`src/rtl/seq_multiplier_pkg.sv`:
```
// seq_multiplier_pkg
// Shared definitions for the iterative shift-add multiplier.
//   state_t : controller state encoding, kept identical to the encoding
//             the board wrapper already decodes (IDLE=00, RUN=01, DONE=10).
//   clog2   : bit width needed to count 0..value-1, never less than 1.
package seq_multiplier_pkg;

  typedef enum logic [1:0] {
    IDLE = 2'b00,
    RUN  = 2'b01,
    DONE = 2'b10
  } state_t;

  // Plain loop form so it evaluates as a constant function for any
  // legal WIDTH; a width of 1 bit is the floor so WIDTH=2 still gets a counter.
  function automatic int clog2(input int value);
    int result;
    result = 1;
    for (int i = 1; i < 32; i++) begin
      if ((1 << i) < value) begin
        result = i + 1;
      end
    end
    return result;
  endfunction

endpackage

```
`src/rtl/seq_multiplier.sv`:
```
// seq_multiplier
// Iterative shift-add multiplier: one multiplier bit per clock, LSB first,
// WIDTH cycles per operation, unsigned or two's-complement per operation.
// Ports:
//   clock       : system clock, rising edge
//   reset       : synchronous active-high, returns to IDLE and clears all state
//   start       : request pulse, only honoured in IDLE or DONE
//   signed_mode : 1 = two's-complement operands, sampled with start
//   a, b        : WIDTH-bit operands, sampled with start
//   busy        : high while an operation is in progress
//   done        : high while product holds a completed, unsuperseded result
//   product     : 2*WIDTH-bit result register
module seq_multiplier
  import seq_multiplier_pkg::*;
#(
  parameter int WIDTH = 8
) (
  input  logic                 clock,
  input  logic                 reset,
  input  logic                 start,
  input  logic                 signed_mode,
  input  logic [WIDTH-1:0]     a,
  input  logic [WIDTH-1:0]     b,
  output logic                 busy,
  output logic                 done,
  output logic [2*WIDTH-1:0]   product
);

  localparam int CW = clog2(WIDTH);
  localparam logic [CW-1:0] LAST_BIT = CW'(WIDTH - 1);

  state_t             r_state;
  state_t             w_stateNext;
  logic [2*WIDTH-1:0] r_mcand;
  logic [2*WIDTH-1:0] r_acc;
  logic [2*WIDTH-1:0] r_product;
  logic [2*WIDTH-1:0] w_accNext;
  logic [WIDTH-1:0]   r_mplier;
  logic [WIDTH-1:0]   w_magA;
  logic [WIDTH-1:0]   w_magB;
  logic [CW-1:0]      r_cnt;
  logic               r_neg;
  logic               w_capture;
  logic               w_last;

  // Datapath helpers. Signed operands are reduced to magnitudes so the
  // shift-add loop is always unsigned; the most-negative value negates to
  // 2^(WIDTH-1), which is still representable as a WIDTH-bit unsigned number.
  // The multiplicand register is kept pre-shifted, so the current partial
  // product is just the multiplicand when the bottom multiplier bit is set.
  always_comb begin
    w_capture = start && ((r_state == IDLE) || (r_state == DONE));
    w_last    = (r_state == RUN) && (r_cnt == LAST_BIT);
    w_magA    = (signed_mode && a[WIDTH-1]) ? -a : a;
    w_magB    = (signed_mode && b[WIDTH-1]) ? -b : b;
    w_accNext = r_acc + (r_mplier[0] ? r_mcand : '0);
  end

  // Next-state logic. A start in DONE goes straight back to RUN so
  // back-to-back operations need no idle cycle; start during RUN is ignored.
  always_comb begin
    w_stateNext = r_state;
    case (r_state)
      IDLE:    if (start)  w_stateNext = RUN;
      RUN:     if (w_last) w_stateNext = DONE;
      DONE:    if (start)  w_stateNext = RUN;
      default: w_stateNext = IDLE;
    endcase
  end

  // State and datapath registers. The product register is only written on
  // the final bit, so partial sums are never visible and the previous result
  // holds throughout RUN. The final sum is taken from w_accNext because the
  // last partial product is added on that same edge.
  always_ff @(posedge clock) begin
    if (reset) begin
      r_state   <= IDLE;
      r_mcand   <= '0;
      r_mplier  <= '0;
      r_acc     <= '0;
      r_cnt     <= '0;
      r_neg     <= 1'b0;
      r_product <= '0;
    end else begin
      r_state <= w_stateNext;
      if (w_capture) begin
        r_mcand  <= {{WIDTH{1'b0}}, w_magA};
        r_mplier <= w_magB;
        r_acc    <= '0;
        r_cnt    <= '0;
        r_neg    <= signed_mode && (a[WIDTH-1] ^ b[WIDTH-1]);
      end else if (r_state == RUN) begin
        r_acc    <= w_accNext;
        r_mcand  <= r_mcand << 1;
        r_mplier <= r_mplier >> 1;
        r_cnt    <= r_cnt + CW'(1);
        if (w_last) begin
          r_product <= r_neg ? -w_accNext : w_accNext;
        end
      end
    end
  end

  // Status outputs decode directly from the state register.
  always_comb begin
    busy    = (r_state == RUN);
    done    = (r_state == DONE);
    product = r_product;
  end

endmodule
```
`config.mk`:
```
export PLATFORM = sky130hd
export DESIGN_NAME = seq_multiplier
export DESIGN_NICKNAME = d
export VERILOG_FILES = /design/src/rtl/seq_multiplier_pkg.sv /design/src/rtl/seq_multiplier.sv
export SDC_FILE = /design/constraint.sdc
export NUM_CORES = 1
export LEC_CHECK = 0
export ABC_CLOCK_PERIOD_IN_PS = 3100
export CELL_PAD_IN_SITES_DETAIL_PLACEMENT = 1
export CELL_PAD_IN_SITES_GLOBAL_PLACEMENT = 1
export CORE_MARGIN = 4
export CORE_UTILIZATION = 25
export CTS_CLUSTER_SIZE = 20
export DETAILED_ROUTE_END_ITERATION = 6
export PLACE_DENSITY = 0.53
export SYNTH_ARGS = -nofsm -noshare
export SYNTH_HDL_FRONTEND = slang
export SYNTH_SLANG_ARGS = --single-unit
```
`constraint.sdc`:
```
create_clock -name clock -period 3.1 [get_ports clock]
set_input_delay 0.465 -clock clock [delete_from_list [all_inputs] [get_ports clock]]
set_output_delay 0.465 -clock clock [all_outputs]
set_load 0.05 [all_outputs]
```
After elaboration in Yosys (flattened, before gate mapping)
Index checks and enable logic that the tools add are counted.
{ "totals": {"wordCells": 43, "output_inout_bits": 18, "reg_bits": 91, "in_bits": 20} }
{ "classes": {"mux": 11, "reduce_logical": 12, "bitwise": 2, "eq_ne": 5, "n_addsub": 5} }
{ "ops": {"columns": ["cell", "n"], "rows": [
  ["$mux W8", 6],
  ["$add A32 B1 Y32 const B", 1],
  ["$eq A32 B3 Y1 const B", 1],
  ["$mux W16", 2],
  ["$add A16 B16 Y16", 1],
  ["$neg A16 Y16", 1],
  ["$neg A8 Y8", 2],
  ["$logic_and A1 B1 Y1", 5],
  ["$mux W2", 2],
  ["$ne A2 B1 Y1 const B", 2],
  ["$pmux W2 S2", 1],
  ["$reduce_or A2 Y1", 2],
  ["$reduce_and A3 Y1", 1],
  ["$eq A2 B1 Y1 const B", 1],
  ["$eq A2 B2 Y1 const B", 1],
  ["$logic_not A2 Y1", 1],
  ["$reduce_and A2 Y1", 1],
  ["$reduce_bool A2 Y1", 1],
  ["$logic_or A1 B1 Y1", 1],
  ["$not A1 Y1", 1],
  ["$xor A1 B1 Y1", 1]
]} }

Logic depth before layout (Yosys ltp)
Gate-level depths: netlist of the first run.
{ "logic_depth": {"ltp_word": 5, "mapped_depth": 14, "mapped_depth_nobuf": 12} }

Least setup slack after synthesis of the first run
OpenSTA, ideal clock, no wires.
{ "synth_path": {"path_kind": "flip-flop to flip-flop", "startpoint": "register r_mplier[0]", "endpoint": "register r_product[12] (netlist: product[12])", "required_ns": 3.014, "stages_incl_launch_ff": 14, "setup_time_ns": 0.086, "n_path_buf": 2, "arrival_ns": 3.062, "synth_period_minus_slack_ns": 3.148, "path_slack_ns": -0.048, "cell_sequence": "dfxtp_1 > clkbuf_1 > and2_1 > ha_1 > inv_1 > fa_1 > nor2b_4 > o31a_1 > nor2b_4 > or4_1 > buf_2 > o41ai_2 > xor2_1 > a211oi_1"} }
{ "synth_between": {"elab_chain_len": 4} }
{ "synth_rtl": {"columns": ["item", "line_no", "text"], "rows": [
  ["start: declaration", "seq_multiplier.sv:38", "logic [WIDTH-1:0] r_mplier;"],
  ["start signal: assignment", "seq_multiplier.sv:88", "r_mplier <= w_magB;"],
  ["start signal: assignment", "seq_multiplier.sv:95", "r_mplier <= r_mplier >> 1;"],
  ["$mux W16 (*)", "seq_multiplier.sv:56", "w_accNext = r_acc + (r_mplier[0] ? r_mcand : '0);"],
  ["$add A16 B16 Y16 (*)", "seq_multiplier.sv:56", null],
  ["$neg A16 Y16", "seq_multiplier.sv:98", "r_product <= r_neg ? -w_accNext : w_accNext;"],
  ["$mux W16 (*)", "seq_multiplier.sv:98", null],
  ["end signal: assignment", "seq_multiplier.sv:98", null],
  ["end: declaration", "seq_multiplier.sv:36", "logic [2*WIDTH-1:0] r_product;"]
]} }
Mark *: on every way between the ends. The rest lies on a longest branch, timed or not.
A chain may end at the register's enable or synchronous reset.

Final worst setup path of the first run
{ "layout_path": {"startpoint": "register r_mplier[0]", "endpoint": "register r_product[6] (netlist: product[6])"} }
Same word-level chain as after synthesis.

==> results.md, run 1 <==
- CTS clk-pin slew, worst paths: approximately 0.070 ns
- CTS Buf Count: 9
- CP Class: reg2reg
- Total global routing track utilization: between 10 and 15%
- I/O Pins: 38
- Fin. max-slew vios: 0
- Top cell type by total area after synthesis: dfxtp_1
- Row count: 52
- Leakage: 2.34 nW
- Top cell type's share of synthesized area: a little over a third
- WP data required: 3.32 ns
- Clock skew: roughly 0.0077 ns
- Met3 Resource Use GR: under 10%
- Non-filler cells, final: slightly below 1000
- Ys async rst share: 0%
- CTS tree: done
- Placed cells: between 900 and 1000
- CP Max Fanout: 6
- #FFs+latches synth: 91
- Critical Path End Type: flip-flop
- Area contributors post-synth: dfxtp_1, nand2_1, xor2_1
- # hold bufs at CTS: 0
- Mapped Cells: 657
- Routed len/inst: between 15 and 20 um
- Final hold vios: 0
- Pin count of the biggest net entering global routing: 50
- R2R cell count: 11
- DRT Pass-1 Iters: 4
- Grt met1 use: 18.3%
- H-tree depth: 3
- Power, Total: ~2.6 mW
- PwrDens: roughly 400 mW/mm^2
- Synth Area per Inst: approximately 8 um^2
- Die W: between 150 and 200 um
- Root buf cell: clkbuf_16
- Die ar.: roughly 0.023 mm^2
- Vias: approximately 5000
- Yosys warning total: 0
- Most used DFF post-synth: dfxtp_1
- Cell variety after synth: 55
- Layout overhead on the synthesized area: 26.6%
- Vias in the first global route: ~5100
- First-pass GRT wire length: around 26000 um
- Die height: 151 um
- Syn_nets: 697
- Startpoint Class: flip-flop
- Worst rel slew slack: between 40% and 50%
- Worst Tran Pin Value: between 0.7 and 0.8 ns
- DRT Wirelength: ~16000 um
- Hold Path Origin: product[0]$_SDFFE_PP0P_
- DPL Wire Length: ~12000 um
- Fillcell total: 2427
- Reg-to-Reg Start: r_mplier[0]$_SDFFE_PP0P_
- Antenna-violating nets left: 0
- Grt met2 use: about a quarter
- Worst Hold Path EP: product[0]$_SDFFE_PP0P_
- CP arrival: approximately 3.2 ns
- DR iter-0 viols: 153
- Antenna Cells: 0
- Seq/Total Area, Yosys: between 30% and 40%
- Clk sinks: between 90 and 100
- Grt peak-use layer: met2
- Reg-to-reg slack, setup: 0.16 ns
- Worst min-delay path class: reg2reg
- Post-route minimum period: slightly below 3 ns
- DRC: 0
- VDD IR max: around 0.24 mV
- Core box area: ~0.020 mm^2
- Fmax: between 300 and 400 MHz
- Maximum root-to-sink buffer count: 2
- Final GP Congestion: 0.808
- I/O Buffers: 37
- Share of cells above drive strength 1: between 10% and 20%
- Hold Slack: 0.456 ns
- Maxcap violations: 0
- Worst r2r dst: product[6]$_SDFFE_PP0P_
- EDFF count, synth: 0
- Synth Cell Area: between 0.005 and 0.006 mm^2
- Worst skew pair latency: about 0.35 ns
- Starting density of the core: around 25%
- Nets: roughly 750
- Setup violations, final: 0
- Hold depth: 2
- Status: finished, final reports clean
- Initial antenna violation count: 0
- Vias/cell: approximately 5.0
- Post-route clock period utilization: a little over nine tenths
- Overflow after GRT: 0
[per-stage QoR]
step	setup slack (ns)	TNS [ns]	utilization (%)	cell area (um^2)
3_5_place_dp	-0.0510	-0.0839	29.4	5940
4_1_cts	0.0138	0	30.9	6230
5_1_grt	-0.0227	-0.0227	32.1	6470
2_1_floorplan	0.00777	0	-	5110
6_report	0.163	0	32.1	6470
3_3_place_gp	0.0397	0	29.4	5940
[cell type report]
type                    instances  area [um^2]  area share, %
multi-input cells             518         3310           51.1
flip-flops and latches         91         1830           28.2
repair buffers                 72          656           10.1
well taps                     270          338           5.22
clock buffers                  11          243           3.75
inverters                      17         63.8          0.986
clock inverters                 5         36.3          0.561
[report_power, final]
group          internal, mW  switching (mW)  total [mW]
combinational         0.133           0.205       0.338
sequential             1.19          0.0223        1.22
clock                 0.569           0.486        1.06
total                  1.90           0.714        2.61
[worst max-delay path by stage]
stage / startpoint / end / slack [ns] / cells past startpoint
4_1_cts: r_mplier[0]$_SDFFE_PP0P_ / product[11]$_SDFFE_PP0P_ / 0.01 / 13
5_1_grt: r_mplier[0]$_SDFFE_PP0P_ / product[14]$_SDFFE_PP0P_ / -0.02 / 13
2_1_floorplan: r_mplier[0]$_SDFFE_PP0P_ / product[12]$_SDFFE_PP0P_ / 0.008 / 14
6_report: r_mplier[0]$_SDFFE_PP0P_ / product[6]$_SDFFE_PP0P_ / 0.16 / 11
3_5_place_dp: r_mplier[0]$_SDFFE_PP0P_ / product[14]$_SDFFE_PP0P_ / -0.05 / 12
3_3_place_gp: r_mplier[0]$_SDFFE_PP0P_ / product[14]$_SDFFE_PP0P_ / 0.04 / 12
[synth_stat cells, types with 2 or more instances]
master,n
nor3_1,19
a211oi_1,13
nand3_1,19
o21ai_0,15
nand4_1,10
inv_1,16
o31a_1,2
or4_1,2
nor2b_4,2
o211ai_1,2
a32oi_1,4
a31oi_1,5
and3_1,10
and4_1,2
xor2_1,40
o2111ai_1,3
buf_1,5
nand2_1,111
nor2_1,75
ha_1,19
xnor2_1,18
a21oi_1,49
o31ai_2,2
or3_1,10
nand2b_1,5
a211o_1,5
clkbuf_1,25
and2_1,15
nor2b_1,3
a311oi_1,13
a21o_1,2
a22oi_1,2
nor4_1,17
o31ai_1,4
o21a_1,3
dfxtp_1,91
[cells in the final DEF, fill, tap and decap left out, drive strengths merged, types with 11 or more instances in the layout]
cell type      count
nor2              75
and2              15
a311oi            13
a21oi             49
xnor2             18
nor4              17
o21ai             17
ha                19
dfxtp             91
buf               36
clkbuf            11
clkdlybuf4s50     36
nand2            111
xor2              40
a211oi            14
nor3              19
inv               18
nand3             19
[critical path: stages, from the launching register on]
cell and delay, ns:
dfxtp_4 0.36, and2_1 0.14, ha_2 0.19, inv_2 0.04, fa_2 0.41, buf_4 0.17, xor2_4 0.18, nand2_1 0.10
or4_4 0.59, and3_1 0.20, o21ai_0 0.32, a21oi_1 0.12
[flip-flops by register name, summed over array words and instances, names as in the netlist]
signal / flops
r_mcand: 16
r_cnt: 32
product: 16
r_state: 2
r_neg: 1
r_mplier: 8
r_acc: 16
[repair_timing]
item                       4_1_cts  5_1_grt
resized for setup                3       37
buffers inserted                 0        8
setup endpoints to repair        5       10
pin swaps                        0       12
[routing by layer]
layer	part of all wire, %	routed length [um]
met5	0	0
met4	2.1	327
met3	2.7	418
met2	49	7780
met1	46	7230
[cell families after synthesis]
family / after synthesis / synth area share, %
AOI/OAI and AO/OA: 136 / 18.1
xor gates and xnor gates: 58 / 9.94
adders and majority gates: 20 / 5.04
buffers and inverters: 48 / 3.55
DFF: 91 / 35.6
and+or+nand+nor: 304 / 27.8
Note: power is estimated with default switching activity, not from simulation.
==> run 2, diff against run 1 <==
--- a/config.mk
+++ b/config.mk
@@ -6,5 +6,5 @@
 export NUM_CORES = 1
 export LEC_CHECK = 0
-export ABC_CLOCK_PERIOD_IN_PS = 3100
+export ABC_CLOCK_PERIOD_IN_PS = 2500
 export CELL_PAD_IN_SITES_DETAIL_PLACEMENT = 1
 export CELL_PAD_IN_SITES_GLOBAL_PLACEMENT = 1
==> constraint.sdc (replaced) <==
create_clock -name clock -period 2.5 [get_ports clock]
set_input_delay 0.375 -clock clock [delete_from_list [all_inputs] [get_ports clock]]
set_output_delay 0.375 -clock clock [all_outputs]
set_load 0.02 [all_outputs]
==> run 2 against run 1 <==
- the flow now finishes with violations (negative setup slack)
- power up 35%
- final cell count up 5.9%
- clock skew up 0.0034 ns
- routed wire length up 7.8%
- utilization up 4.3 points
- via count up 4.5%
- highest routed layer unchanged
==> results.md, run 2 (synthesis results as in run 1) <==
- Status: finished with violations
- Failing checks: negative setup slack
- Overflow after GRT: 0
- Worst rel slew slack: a little over three fifths
- Comb pwr share: 16.1%
- Share of cells above drive strength 1: 24.5%
- H-tree depth: 3
- Root buf cell: clkbuf_16
- Worst r2r dst: product[14]$_SDFFE_PP0P_
- Slowest CP cell: or3b_4
- Worst min-delay path class: reg2reg
- CP Max Fanout: 5
- Post-route clock period utilization: 116%
- DRC: 0
- I/O Pins: 38
- CP Class: reg2reg
- Die ar.: roughly 0.023 mm^2
- Maximum root-to-sink buffer count: 2
- CTS Buf Count: 9
- CP arrival: 3.19 ns
- Worst Hold Path EP: r_acc[9]$_SDFFE_PP0P_
- CP bufs+invs: 3
- Clk sinks: 91
- Antenna-violating nets left: 0
- Worst skew pair latency: about 0.35 ns
- Nets: about 800
- DRT Pass-1 Iters: 4
- Hold Path Origin: r_acc[9]$_SDFFE_PP0P_
- DR iter-0 viols: 168
- Worst Tran Pin Value: about 0.55 ns
- Sequential Power Share: a little over two fifths
- Placed Area: 0.00642 mm^2
- Crit path max-delay family: simple AND/OR/NAND/NOR gates
- Sw power: approximately 1000 uW
- Sw Ratio: approximately 28%
- Row count: 52
- Fmax: roughly 350 MHz
- Critical Path End Type: flip-flop
- Clock skew: between 0.01 and 0.015 ns
- Pre-CTS setup slack: -0.528 ns
- Reg-to-Reg Start: r_mplier[0]$_SDFFE_PP0P_
- Most frequent cells in the layout: nand2_1, dfxtp_1, buf_4, nor2_1, a21oi_1
- CTS tree: done
- DPL Wire Length: approximately 12000 um
- Setup TNS Final: -3.54 ns
- Fin. max-slew vios: 0
- Final hold vios: 0
- Unrepaired setup endpoints after global routing: yes
- Total global routing track utilization: between 10% and 20%
- Hold depth: 2
- VDD IR max: 0.276 mV
- Die height: 151 um
- Reg with most FFs: r_cnt
- I/O Buffers: 37
- CTS clk-pin slew, worst paths: around 0.070 ns
- WP data required: about 2.8 ns
- Final WS setup: -0.389 ns
- DRT Wirelength: 17000 um
- Vias in the first global route: about 5400
- Routed len/inst: around 16 um
- Int Power: between 2 and 3 mW
- Hold Slack: around 0.46 ns
- First-pass GRT wire length: about 27000 um
- PwrDens: about 480 mW/mm^2
- Post-route minimum period: about 2.9 ns
- Final Instance Area: between 0.007 and 0.008 mm^2
- Most common cell after layout, fill and taps aside: nand2_1
- Crit path cell chain: and2_4, ha_4, inv_2, fa_2, nor2b_4, o31a_1, o31ai_4, buf_4, o2111ai_2, or3b_4, buf_6, a211o_1, nand3_1
- Reg-to-reg slack, setup: -0.39 ns
- Vias: about 5100
- CP peak stage delay: roughly 0.42 ns
- Vias/cell: about 4.9
- Maxcap violations: 0
- # hold bufs at CTS: 0
- Largest register FFs: 32
- R2R cell count: 13
- Startpoint Class: flip-flop
- Pin count of the biggest net entering global routing: 47
- Setup violations, final: 13
- Core box area: 0.0202 mm^2
- Die W: 151 um
- Layout overhead on the synthesized area: 43.5%
- Leakage: around 2.7 nW
- Final GP Congestion: approximately 0.8
- Clk pwr share: slightly above 40%
- Starting density of the core: roughly a quarter
- Initial antenna violation count: 0
- Antenna Cells: 0
run 2: worst register-to-register path: stages (launching register included):
cell and delay, ns:
dfxtp_4 0.37, and2_4 0.15, ha_4 0.12, inv_2 0.04
fa_2 0.40, nor2b_4 0.19, o31a_1 0.30, o31ai_4 0.10
buf_4 0.15, o2111ai_2 0.17, or3b_4 0.42, buf_6 0.14
a211o_1 0.22, nand3_1 0.08
run 2: final cells by class:
cell class	instances	area, um^2
clock inverter	7	82.6
sequential	91	1830
multi-input combinational	518	3670
inverter	17	63.8
fill	2395	12800
tap	270	338
timing repair buffer	130	1130
clock buffer	9	225
run 2: stage by stage:
step                instances  total power [mW]  utilization [%]
finish                   1042              3.53             36.4
global route             1042              3.70             36.4
floorplan                 657              1.80                -
global placement         1010              2.00             31.8
CTS                      1031              3.53             34.5
detailed placement       1010              2.01             31.8
run 2: worst max-delay path by stage:
stage,start,endpoint,slack (ns),depth (start not counted)
2_1_floorplan,r_mplier[0]$_SDFFE_PP0P_,product[12]$_SDFFE_PP0P_,-0.39,13
3_3_place_gp,r_mplier[0]$_SDFFE_PP0P_,product[14]$_SDFFE_PP0P_,-0.42,12
3_5_place_dp,r_mplier[0]$_SDFFE_PP0P_,product[14]$_SDFFE_PP0P_,-0.53,12
4_1_cts,r_mplier[0]$_SDFFE_PP0P_,product[11]$_SDFFE_PP0P_,-0.36,12
5_1_grt,r_mplier[0]$_SDFFE_PP0P_,product[12]$_SDFFE_PP0P_,-0.49,12
6_report,r_mplier[0]$_SDFFE_PP0P_,product[14]$_SDFFE_PP0P_,-0.39,13
run 2: power by group through the flow:
stage | clock, mW | sequential, mW | combinational, mW
6_report | 1.46 | 1.50 | 0.569
3_3_place_gp | 0 | 1.54 | 0.461
4_1_cts | 1.51 | 1.50 | 0.510
3_5_place_dp | 0 | 1.54 | 0.472
5_1_grt | 1.57 | 1.51 | 0.623
2_1_floorplan | 0 | 1.53 | 0.265
run 2: routing by layer:
metal / track usage, % / vias to the layer above / share of wire, %
li1: - / 2533 / -
met1: 17.5 / 2501 / 44
met2: 27.5 / 43 / 53
met3: 2.54 / 19 / 1.8
met4: 3.94 / 0 / 1.4
met5: 0 / - / 0
run 2: repair_timing:
action / 4_1_cts / 5_1_grt
gates resized for setup: 36 / 54
buffers inserted: 5 / 15
pin swaps: 22 / 36
setup endpoints to repair: 16 / 22
==> run 3, diff against run 2 <==
Settings changed: ABC_AREA from default to 1, CORE_UTILIZATION 25 to 39, PLACE_DENSITY 0.53 to 0.79.
==> run 3 against run 2 <==
- the flow still finishes with violations (negative setup slack)
- synthesized cell count rose by 37%
- utilization rose by 13 points
- die area fell by 26%
- critical endpoint is now product[15]$_SDFFE_PP0P_
- largest power group unchanged
- area after synthesis rose by 14%
- first-iteration DRC count rose by 64%
- register-to-register slack improved by 0.35 ns
- worst setup slack improved by 0.35 ns
- final cell count rose by 10%
==> results.md, run 3 <==
- Status: finished with violations
- Failing checks: negative setup slack
- CP Max Fanout: 15
- DRT Wirelength: about 18000 um
- Final GP Congestion: 0.853
- Count leader, synth: nand2_1
- Nets: 1002
- H-tree depth: 3
- Comb pwr share: between 10% and 20%
- Critical Path End Type: flip-flop
- Post-route minimum period: 2.54 ns
- Cell variety after synth: 50
- Pin count of the biggest net entering global routing: 35
- Area of the multi-input gates: 0.00369 mm^2
- Ys async rst share: 0%
- # hold bufs at CTS: 0
- Sw power: approximately 1.0 mW
- WP data required: 2.73 ns
- Slowest CP cell: dfxtp_2
- Clk sinks: 91
- Most used DFF post-synth: dfxtp_1
- DRT Pass-1 Iters: 4
- Fillcell total: 1913
- Vias: between 5000 and 6000
- Root buf cell: clkbuf_16
- First-pass GRT wire length: roughly 28000 um
- Reg with most FFs: r_cnt
- Power, Total: 3.65 mW
- Worst skew pair latency: approximately 0.36 ns
- Routed len/inst: roughly 15 um
- Synth Cell Area: between 0.005 and 0.006 mm^2
- VDD IR max: roughly 0.3 mV
- Antenna-violating nets left: 0
- Total global routing track utilization: between 20% and 30%
- Die height: 130 um
- Vias/cell: a little over 5
- Area contributors post-synth: dfxtp_1, nand2_1, inv_1
- CTS Buf Count: 9
- Clock skew: between 0.007 and 0.008 ns
- CTS clk-pin slew, worst paths: 0.07 ns
- Core box area: ~0.015 mm^2
- PwrDens: approximately 500 mW/mm^2
- Most common cell after layout, fill and taps aside: nand2_1
- Layout overhead on the synthesized area: 25.2%
- Setup violations, final: 1
- DR iter-0 viols: 275
- EDFF count, synth: 0
- #FFs+latches synth: 91
- Seq/Total Area, Yosys: 31.4%
- DRC: 0
- Register Area: 0.00182 mm^2
- Starting density of the core: approximately 40%
- Row count: 44
- Initial antenna violation count: 0
- Unrepaired setup endpoints after global routing: yes
- Overflow after GRT: 0
- CP Class: reg2reg
- CP peak stage delay: ~0.32 ns
- Final hold vios: 0
- Pre-CTS setup slack: -0.0789 ns
- Syn_nets: 938
- Post-route clock period utilization: 102%
- Final WS setup: -0.0396 ns
- Startpoint Class: flip-flop
- Fin. max-slew vios: 0
- Most repeated library cell on the critical path: nand2_1
- DPL Wire Length: about 13000 um
- Vias in the first global route: 5759
- Maximum root-to-sink buffer count: 2
- Top cell type's share of synthesized area: a little under a third
- Non-filler cells, final: approximately 1200
- Leakage: between 3 and 4 nW
- Synth Area per Inst: about 6.5 um^2
- Worst min-delay path class: reg2reg
- Sw Ratio: between 20% and 30%
- Clk pwr share: around two fifths
- Die W: approximately 130 um
- Placed cells: 1122
- I/O Buffers: 37
- Die ar.: about 0.017 mm^2
- Antenna Cells: 0
- Mapped Cells: ~900
- Post-layout util: about half
- Worst rel slew slack: 68.4%
- Int Power: 2.63 mW
- CP arrival: approximately 2.8 ns
- Maxcap violations: 0
- Share of cells above drive strength 1: 18.5%
- Sequential Power Share: 41.7%
- Top cell type by total area after synthesis: dfxtp_1
- I/O Pins: 38
- Most frequent cells in the layout: nand2_1, inv_1, dfxtp_1, nor2_1, a21oi_1
- CTS tree: done
- Largest register FFs: 32
- Crit path cell chain: buf_4, buf_8, nand2_1, inv_1, ha_4, nand2_1, nor2_4, and2_1, nand2_2, a21oi_1, nor2_1, nand2_1, nand2_1, inv_1, nand2_1, nand2_1, a21oi_2
- Synth top cells by count: nand2_1, inv_1, dfxtp_1
- Worst Tran Pin Value: approximately 0.47 ns
- Yosys warning total: 0
- Fmax: 394 MHz
## run 3: cell count changes in the layout (fill, tap and decap cells not counted), moves of 14 or more
| cell | before | now |
|---|---|---|
| o21ai_0 | 10 | 36 |
| nand2_1 | 105 | 240 |
| buf_4 | 80 | 39 |
| nand2_2 | 3 | 28 |
| inv_2 | 2 | 18 |
| nor2_1 | 73 | 57 |
| nand3_1 | 17 | 40 |
| nor2_2 | 0 | 14 |
| inv_1 | 15 | 119 |
| xor2_1 | 37 | 13 |
| a21oi_1 | 40 | 57 |
## run 3: worst paths after layout
check / startpoint / end / slack, ns / depth (start not counted)
max: r_mplier[0]$_SDFFE_PP0P_ / product[15]$_SDFFE_PP0P_ / -0.04 / 17
min: r_mplier[2]$_SDFFE_PP0P_ / r_mplier[2]$_SDFFE_PP0P_ / 0.47 / 2
min reg2reg: r_mplier[2]$_SDFFE_PP0P_ / r_mplier[2]$_SDFFE_PP0P_ / 0.47 / 2
max reg2reg: r_mplier[0]$_SDFFE_PP0P_ / product[15]$_SDFFE_PP0P_ / -0.04 / 17
## run 3: area by class of cell
class	count	area share, %
Clock buffer	12	3.66
Multi-Input combinational cell	643	50.7
Timing Repair Buffer	78	9.48
Clock inverter	4	0.757
Sequential cell	91	25.1
Tap cell	184	3.17
Inverter	139	7.17
## run 3: metal layers
layer / vias to the layer above / wire (um) / track usage [%]
met2: 88 / 8120 / 34.3
met1: 2798 / 8400 / 28.4
met5: - / 0 / 0
li1: 3019 / - / -
met4: 0 / 446 / 6.78
met3: 27 / 557 / 3.52
## run 3: logic make-up after synthesis
group                    share of synthesized area, %
adder cells (fa/ha/maj)                          4.44
flip-flops                                       31.4
AND/OR/NAND/NOR                                  35.6
buffers and inverters                            11.0
XOR/XNOR                                         3.14
AO/OA/AOI/OAI                                    14.5
## run 3: metrics by stage
step | instance area, um^2 | hold WS (ns) | TNS, ns
after floorplan | 5830 | 0.440 | -0.114
after global placement | 6500 | 0.453 | 0
after detailed placement | 6500 | 0.455 | -0.141
after CTS | 6910 | 0.465 | -0.181
after global routing | 7270 | 0.503 | -0.967
final | 7270 | 0.468 | -0.0396
## run 3: worst max-delay path: cells and delay by family, from the launching register on
family          cells  cell delay, ns
buf+inv             4            0.46
compound gates      2            0.28
fa+ha+maj           1            0.31
simple gates       10            1.02
flops               1            0.32
## run 3: power groups by stage
stage          registers [mW]  logic (mW)  clock network, mW
2_1_floorplan            1.54       0.350                  0
3_3_place_gp             1.55       0.512                  0
3_5_place_dp             1.55       0.525                  0
4_1_cts                  1.52       0.557               1.52
5_1_grt                  1.53       0.717               1.57
6_report                 1.52       0.644               1.49
## run 3: repair_timing
action	CTS	global route
buffers inserted	6	7
gates resized for setup	14	73
pin swaps	15	19
setup endpoints to repair	4	16
